`src/rtl/uart_pkg.sv`:
```
// Shared definitions for the UART transmit path: FSM state encoding and parity modes.
package uart_pkg;

    typedef enum logic [2:0] {
        ST_IDLE,
        ST_START,
        ST_DATA,
        ST_PARITY,
        ST_STOP
    } tx_state_t;

    localparam int PAR_NONE = 0;
    localparam int PAR_EVEN = 1;
    localparam int PAR_ODD  = 2;

endpackage

```
`src/rtl/uart_baud_gen.sv`:
```
// Bit-time divider: down-counter that pulses tick for one cycle every CLKS_PER_BIT cycles.
// clear restarts a full bit period so the first tick lands CLKS_PER_BIT cycles later.
module uart_baud_gen #(
    parameter int CLKS_PER_BIT = 5208
) (
    input  logic clk,
    input  logic reset,
    input  logic clear,
    output logic tick
);

    localparam int CNT_W = (CLKS_PER_BIT > 2) ? $clog2(CLKS_PER_BIT) : 1;
    localparam logic [CNT_W-1:0] RELOAD = CNT_W'(CLKS_PER_BIT - 1);

    logic [CNT_W-1:0] cnt_q;

    always_ff @(posedge clk) begin
        if (reset) begin
            cnt_q <= '0;
        end else if (clear || (cnt_q == '0)) begin
            cnt_q <= RELOAD;
        end else begin
            cnt_q <= cnt_q - 1'b1;
        end
    end

    assign tick = (cnt_q == '0) && !clear;

endmodule

```
`src/rtl/uart_tx_serializer.sv`:
```
// UART transmitter: frames a strobed byte as start, 8 data bits LSB first, optional parity
// and 1-2 stop bits. TC and TX are registered so nothing combinational reaches the pins.
//
// state     | meaning
// ----------+-------------------------------------------------
// ST_IDLE   | line high, TC high, waiting for write_enable
// ST_START  | start bit (TX low) for one bit time
// ST_DATA   | data bits 0..7, one bit time each
// ST_PARITY | parity bit of the latched byte, one bit time
// ST_STOP   | stop bit(s), TX high, then back to idle
module uart_tx_serializer
    import uart_pkg::*;
#(
    parameter int CLKS_PER_BIT = 5208,
    parameter int PARITY       = 0,
    parameter int STOP_BITS    = 1
) (
    input  logic       clk,
    input  logic       reset,
    input  logic [7:0] data,
    input  logic       write_enable,
    output logic       TC,
    output logic       TX
);

    localparam logic HAS_PARITY = (PARITY != PAR_NONE);
    localparam logic LAST_STOP  = (STOP_BITS == 2);

    tx_state_t  state_q, state_d;
    logic [7:0] shift_q;
    logic       par_q;
    logic [2:0] bit_cnt_q, bit_cnt_d;
    logic       stop_cnt_q, stop_cnt_d;
    logic       tx_q, tx_d;
    logic       tc_q, tc_d;
    logic       load, shift_en, baud_clear, tick;
    logic       par_calc;

    uart_baud_gen #(
        .CLKS_PER_BIT (CLKS_PER_BIT)
    ) u_baud_gen (
        .clk   (clk),
        .reset (reset),
        .clear (baud_clear),
        .tick  (tick)
    );

    // Parity is captured together with the byte, so later changes on data cannot leak in.
    assign par_calc = (PARITY == PAR_ODD) ? ~(^data) : (^data);

    always_ff @(posedge clk) begin
        if (reset) begin
            state_q    <= ST_IDLE;
            shift_q    <= '0;
            par_q      <= 1'b0;
            bit_cnt_q  <= '0;
            stop_cnt_q <= 1'b0;
            tx_q       <= 1'b1;
            tc_q       <= 1'b1;
        end else begin
            state_q    <= state_d;
            bit_cnt_q  <= bit_cnt_d;
            stop_cnt_q <= stop_cnt_d;
            tx_q       <= tx_d;
            tc_q       <= tc_d;
            if (load) begin
                shift_q <= data;
                par_q   <= par_calc;
            end else if (shift_en) begin
                shift_q <= {1'b0, shift_q[7:1]};
            end
        end
    end

    always_comb begin
        state_d    = state_q;
        bit_cnt_d  = bit_cnt_q;
        stop_cnt_d = stop_cnt_q;
        tx_d       = tx_q;
        tc_d       = tc_q;
        load       = 1'b0;
        shift_en   = 1'b0;
        baud_clear = 1'b0;

        case (state_q)
            ST_IDLE: begin
                tx_d = 1'b1;
                tc_d = 1'b1;
                if (write_enable) begin
                    load       = 1'b1;
                    baud_clear = 1'b1;
                    bit_cnt_d  = '0;
                    state_d    = ST_START;
                    tx_d       = 1'b0;
                    tc_d       = 1'b0;
                end
            end
            ST_START: begin
                if (tick) begin
                    state_d = ST_DATA;
                    tx_d    = shift_q[0];
                end
            end
            ST_DATA: begin
                if (tick) begin
                    if (bit_cnt_q == 3'd7) begin
                        bit_cnt_d = '0;
                        if (HAS_PARITY) begin
                            state_d = ST_PARITY;
                            tx_d    = par_q;
                        end else begin
                            state_d    = ST_STOP;
                            stop_cnt_d = 1'b0;
                            tx_d       = 1'b1;
                        end
                    end else begin
                        bit_cnt_d = bit_cnt_q + 3'd1;
                        shift_en  = 1'b1;
                        tx_d      = shift_q[1];
                    end
                end
            end
            ST_PARITY: begin
                if (tick) begin
                    state_d    = ST_STOP;
                    stop_cnt_d = 1'b0;
                    tx_d       = 1'b1;
                end
            end
            ST_STOP: begin
                tx_d = 1'b1;
                if (tick) begin
                    if (stop_cnt_q == LAST_STOP) begin
                        state_d = ST_IDLE;
                        tc_d    = 1'b1;
                    end else begin
                        stop_cnt_d = 1'b1;
                    end
                end
            end
            default: begin
                state_d = ST_IDLE;
                tx_d    = 1'b1;
                tc_d    = 1'b1;
            end
        endcase
    end

    assign TX = tx_q;
    assign TC = tc_q;

endmodule
```
`config.mk`:
```
export PLATFORM = sky130hd
export DESIGN_NAME = uart_tx_serializer
export DESIGN_NICKNAME = d
export VERILOG_FILES = /design/src/rtl/uart_pkg.sv /design/src/rtl/uart_baud_gen.sv /design/src/rtl/uart_tx_serializer.sv
export SDC_FILE = /design/constraint.sdc
export NUM_CORES = 1
export LEC_CHECK = 0
export CAP_MARGIN = 5
export CORE_ASPECT_RATIO = 2
export CORE_MARGIN = 3
export CORE_UTILIZATION = 40
export DETAILED_ROUTE_END_ITERATION = 10
export SYNTH_ARGS = -nofsm -noshare
export SYNTH_HDL_FRONTEND = slang
export SYNTH_SLANG_ARGS = --single-unit
```
`constraint.sdc`:
```
create_clock -name clk -period 2.8 [get_ports clk]
set_clock_uncertainty 0.2 [all_clocks]
set_input_delay 0.28 -clock clk [delete_from_list [all_inputs] [get_ports clk]]
set_output_delay 0.28 -clock clk [all_outputs]
set_load 0.02 [all_outputs]
```
== After elaboration in Yosys (flattened, before gate mapping) ==
Index checks and enable logic that the tools add are counted.

* Word-level logic and storage cells: 73
* Output and inout bits: 2
* Flip-flop bits (word level): 30

* Eq/ne operators: 12
* Muxes and demuxes: 35
* Add/subtract/negate cells: 2
* Reduce and logical (&&, ||, !) cells: 15
* Bitwise gates (word level): 1

{| class="wikitable"
|+ Operator list
! kind !! count
|-
| 3-bit 2-to-1 mux || 10
|-
| 1-bit 2-to-1 mux || 17
|-
| 8-bit 2-to-1 mux || 2
|-
| 3-bit case mux with 5 select lines || 1
|-
| 2-bit inequality test (second input constant) || 7
|-
| 13-bit logical NOT || 1
|-
| 13-bit 2-to-1 mux || 1
|-
| 13-bit by 1-bit subtractor with 13-bit output (second input constant) || 1
|-
| 3-bit AND reduction || 3
|-
| 7-bit AND reduction || 1
|-
| 3-bit by 2-bit equality test with 1-bit output (second input constant) || 2
|-
| 3-bit equality test (second input constant) || 2
|-
| 1-bit case mux with 3 select lines || 2
|-
| 3-bit case mux with 2 select lines || 1
|-
| 5-bit AND reduction || 1
|-
| 1-bit case mux with 4 select lines || 1
|-
| 2-bit nonzero test || 2
|-
| 3-bit by 1-bit adder with 3-bit output (second input constant) || 1
|-
| 3-bit by 1-bit equality test with 1-bit output (second input constant) || 1
|-
| 3-bit logical NOT || 1
|-
| 3-bit nonzero test || 1
|-
| 3-bit OR reduction || 1
|-
| 2-bit OR reduction || 1
|-
| 1-bit logical AND || 1
|-
| 3 further kinds || 3
|}

== Longest topological paths before layout ==
* Depth in word-level cells: 8
* Depth in mapped cells: 7
* Mapped depth without buffers: 6

== By module ==
Synthesis repeated with hierarchy kept, for this count alone.

* Cell total of the unflattened synthesis: 146
* Area total of the unflattened synthesis: 1437.6 um^2

{| class="wikitable"
|+ Modules (own cells, without submodules)
! module !! cells each !! area each (um^2) !! seq. area each (um^2) !! instances
|-
| uart_tx_serializer || 83 || 858.3 || 320.3 || 1
|-
| uart_baud_gen || 63 || 579.3 || 260.2 || 1
|}

== Least setup slack after synthesis ==
Ideal clock, no wire load.

* Path type: reg-to-reg
* Start: register u_baud_gen.cnt_q[0]
* End: register u_baud_gen.cnt_q[3]
* Arrival: 1.766 ns
* Setup slack: 0.712 ns
* Data required time: 2.478 ns
* Stages on the path, launching flop included: 8
* Clock period less this slack: 2.088 ns
* Cells stage by stage: dfxtp_1 inv_1 ha_1 or3b_2 nor4b_4 or3_2 buf_2 a21oi_1

* Word-level cells in the longest chain between the ends: 3
* Elaborated cells on any way between the ends: 4
* Those cells by class: add/sub (1); reduce/logical (3)

{| class="wikitable"
|+ RTL lines
! item !! RTL line !! source
|-
| start: declaration || uart_baud_gen.sv:15 || <nowiki>logic [CNT_W-1:0] cnt_q;</nowiki>
|-
| start signal: assignment || uart_baud_gen.sv:23 || <nowiki>cnt_q <= cnt_q - 1'b1;</nowiki>
|-
| parallel branches: the longest is 3 deep, another holds 13-bit by 1-bit subtractor with 13-bit output || -- ||
|}

Several ways; the timed one is not identified.
A chain may end at the register's enable or synchronous reset.

== Worst setup path in the final report ==
* Start: register u_baud_gen.cnt_q[0]
* End: register shift_q[1]

* Word-level cells in the longest chain between the ends: 5

{| class="wikitable"
|+ RTL lines
! item !! RTL line !! source
|-
| 13-bit logical NOT || uart_baud_gen.sv:27 || <nowiki>assign tick = (cnt_q == '0) && !clear;</nowiki>
|-
| 1-bit logical AND || uart_baud_gen.sv:27 ||
|-
| 1-bit 2-to-1 mux || uart_tx_serializer.sv:105 || <nowiki>if (tick) begin</nowiki>
|-
| 1-bit 2-to-1 mux || uart_tx_serializer.sv:85 || <nowiki>case (state_q)</nowiki>
|-
| 2-bit nonzero test (no line) || -- ||
|-
| end signal: assignment || uart_tx_serializer.sv:67 || <nowiki>shift_q <= data;</nowiki>
|-
| end signal: assignment || uart_tx_serializer.sv:70 || <nowiki>shift_q <= {1'b0, shift_q[7:1]};</nowiki>
|-
| end: declaration || uart_tx_serializer.sv:30 || <nowiki>logic [7:0] shift_q;</nowiki>
|}

No other way between the ends.

==> results.cfg <==
[worst_setup_path]
cp_cell_sequence = inv_1 -> ha_1 -> or3b_2 -> nor4b_4 -> nand3_1 -> a311oi_1
timing.rr.start = u_baud_gen.cnt_q[0]
cp_max_fo = 8
cp.arrival_ns = 2.28
crit_buf_inv = 1
cpPeakStageDelay_ns = 0.54
crit_path_end_kind = flop
startpoint = u_baud_gen.cnt_q[0]
slowest_stage = or3b_2
critical_path_required_ns = 2.78
crit_family = simple AND/OR/NAND/NOR gates
crit_type = flop to flop
cp-start-kind = flop

[logic_synthesis]
synth_edf_count = 0
yosysTopAreaCellShare_pct = 40.6
ys_seq_elements = 29
netlist_instances = 162
syn_area_per_cell_um2 = 8.84
synth_most_common_cell = dfxtp_1
synthTopCellsByCount = dfxtp_1 (29), nor2_1 (20), nand3_1 (14)
synth.largest_area_cell = dfxtp_1
ys_seq_area_share_pct = 40.6
synthArstFlopShare_pct = 0
synth_area_leaders = dfxtp_1 (41%), nor2_1 (5.2%), nand3_1 (4.9%)
synth_warnings = 0
synth_flop_cell = dfxtp_1
synth_nets = 176
syn-cell-area_um2 = 1430
synth.distinct_cells = 39

[hold_path]
min_path_type = flop to flop
min_from = bit_cnt_q[2]

[clock_tree]
cts.clk_slew.worst_paths_ns = 0.07
post_cts_buffers = 0
cts_buffer_depth = 2
cts_sinks = 29
cts_hold_buf = 0
cts.repair.resized = 0
cts_tree = built
h-tree-depth = 2
clk_latency_ns = 0.28
cts-root-buf = clkbuf_8
cts_buffers = 5

[power_and_ir_drop]
total_leakage_power_nw = 0.604
p_seq_share_pct = 41.3
p_switching_uw = 359
internal_power_uw = 881
powerDensity_nw_per_um2 = 717
irDropWorstVdd_mv = 0.788
share_comb_of_total_power_pct = 22.4
totalPowerFinal_mw = 1.24
sw_frac_of_total_pct = 28.9
clock_power_share_pct = 36.4

[final_layout]
drive_gt1_share_pct = 12.9
num_antenna_cells = 0
finalNonFillerCells = 226
synthToLayoutAreaGrowth_pct = 20.9
fin_area_um2 = 1730
nFillCells = 324
fin_nets = 191

[detailed_routing]
viasPerCell = 5.60
vias = 1266
wl_um = 3150
dr.max_layer_used = met4
dr.pass1.iters = 4
drt_iter0_drc = 20
met1_length_um = 1260
drtAntennaViolNets = 0
wl_met2_um = 1690
drc = 0
wire_per_inst_um = 13.9
wl_met3_um = 117

[global_route]
grt_max_degree = 21
grt.total_usage_pct = 15.5
overflow = 0
antenna_found_initial = 0
grt_pass1_wl_um = 5450
grt_pass1_vias = 1227

[timing]
rsz0062_at_grt = no
tightestPinTransition_ns = 0.646
period_share_pct = 82.1
setup_viol = 0
relSlewSlack_pct = 56.8
whs_ns = 0.278
fin_crit_ns = 2.30
fmax_mhz = 435
final.setup.tns_ns = 0
drv_slew = 0
hold_violations = 0

[place]
place_congestion = 0.800
placed_cells = 218
numPortBuffers = 12
place_area_um2 = 1610
place_hpwl_um = 2400

[floorplan]
initial_core_util_pct = 41.9
dieArea_um2 = 4380
chipWidth_um = 48.3
num_rows = 30
die_height_um = 90.6
io_pins = 13
fp.coreArea_um2 = 3420

[outcome]
outcome = finished clean

[job]
cap_violations = 0
## worst register-to-register path, cell delays in order, from the launching register on
cell	delay (ns)
dfxtp_1	0.34
inv_1	0.06
ha_1	0.18
or3b_2	0.54
nor4b_4	0.47
nand3_1	0.13
a311oi_1	0.29
## cell families (layout without fill, tap and decap cells)
family                     Yosys count  in the layout  share of synthesized area (%)
and+or+nand+nor                     73             73                           31.4
AOI/OAI and AO/OA                   35             35                           15.6
buffers and inverters               11             27                           2.97
DFF                                 29             29                           40.6
xor gates and xnor gates             9              9                           5.51
muxes                                2              2                           1.40
adders and majority gates            3              3                           2.62
## metrics by stage
step	worst slack [ns]	utilization, %
final	0.501	50.7
after global routing	0.312	50.7
after detailed placement	0.461	47.1
after floorplan	0.712	-
after global placement	0.540	47.1
after CTS	0.472	50.7
## power groups by stage
stage | sequential, mW | combinational, mW | clock, mW
3_5_place_dp | 0.521 | 0.277 | 0
3_3_place_gp | 0.518 | 0.274 | 0
6_report | 0.512 | 0.277 | 0.451
4_1_cts | 0.512 | 0.279 | 0.464
5_1_grt | 0.519 | 0.311 | 0.477
2_1_floorplan | 0.509 | 0.207 | 0
## registers in the layout, indices dropped and copies added (netlist names)
register and count:
state_q 3, TC 1, shift_q 8, TX 1, u_baud_gen.cnt_q 13, bit_cnt_q 3
## final cells by class
cell class                      instances  area, µm²  area share (%)
Multi-Input combinational cell        122        808            46.7
Sequential cell                        29        581            33.6
Clock inverter                          2       37.5            2.17
Tap cell                               48       60.1            3.47
Clock buffer                            6       82.6            4.77
Timing Repair Buffer                   16        150            8.68
Inverter                                3       11.3           0.651
## cell usage in the layout, fill, tap and decap left out, drive strengths merged, types with 4 or more instances in the layout
| master | instances |
|---|---|
| clkdlybuf4s50 | 12 |
| clkbuf | 6 |
| o21ai | 9 |
| xor2 | 4 |
| nor4 | 4 |
| a21oi | 11 |
| nand2 | 6 |
| nor2 | 20 |
| xnor2 | 5 |
| nand3 | 14 |
| buf | 4 |
| nor4b | 4 |
| a311oi | 7 |
| nor3 | 6 |
| dfxtp | 29 |
## layer usage
metal	up-vias	global-route usage [%]
met5	-	0
met4	0	7.36
met3	8	3.47
met2	34	27.4
met1	596	17.2
li1	628	-
## final timing paths
check,endpoint,slack (ns),cells after the start
min,bit_cnt_q[2],0.28,2
min reg2reg,bit_cnt_q[2],0.28,2
max,shift_q[1],0.50,6
max reg2reg,shift_q[1],0.50,6
Power figures use the tool's default switching activity.
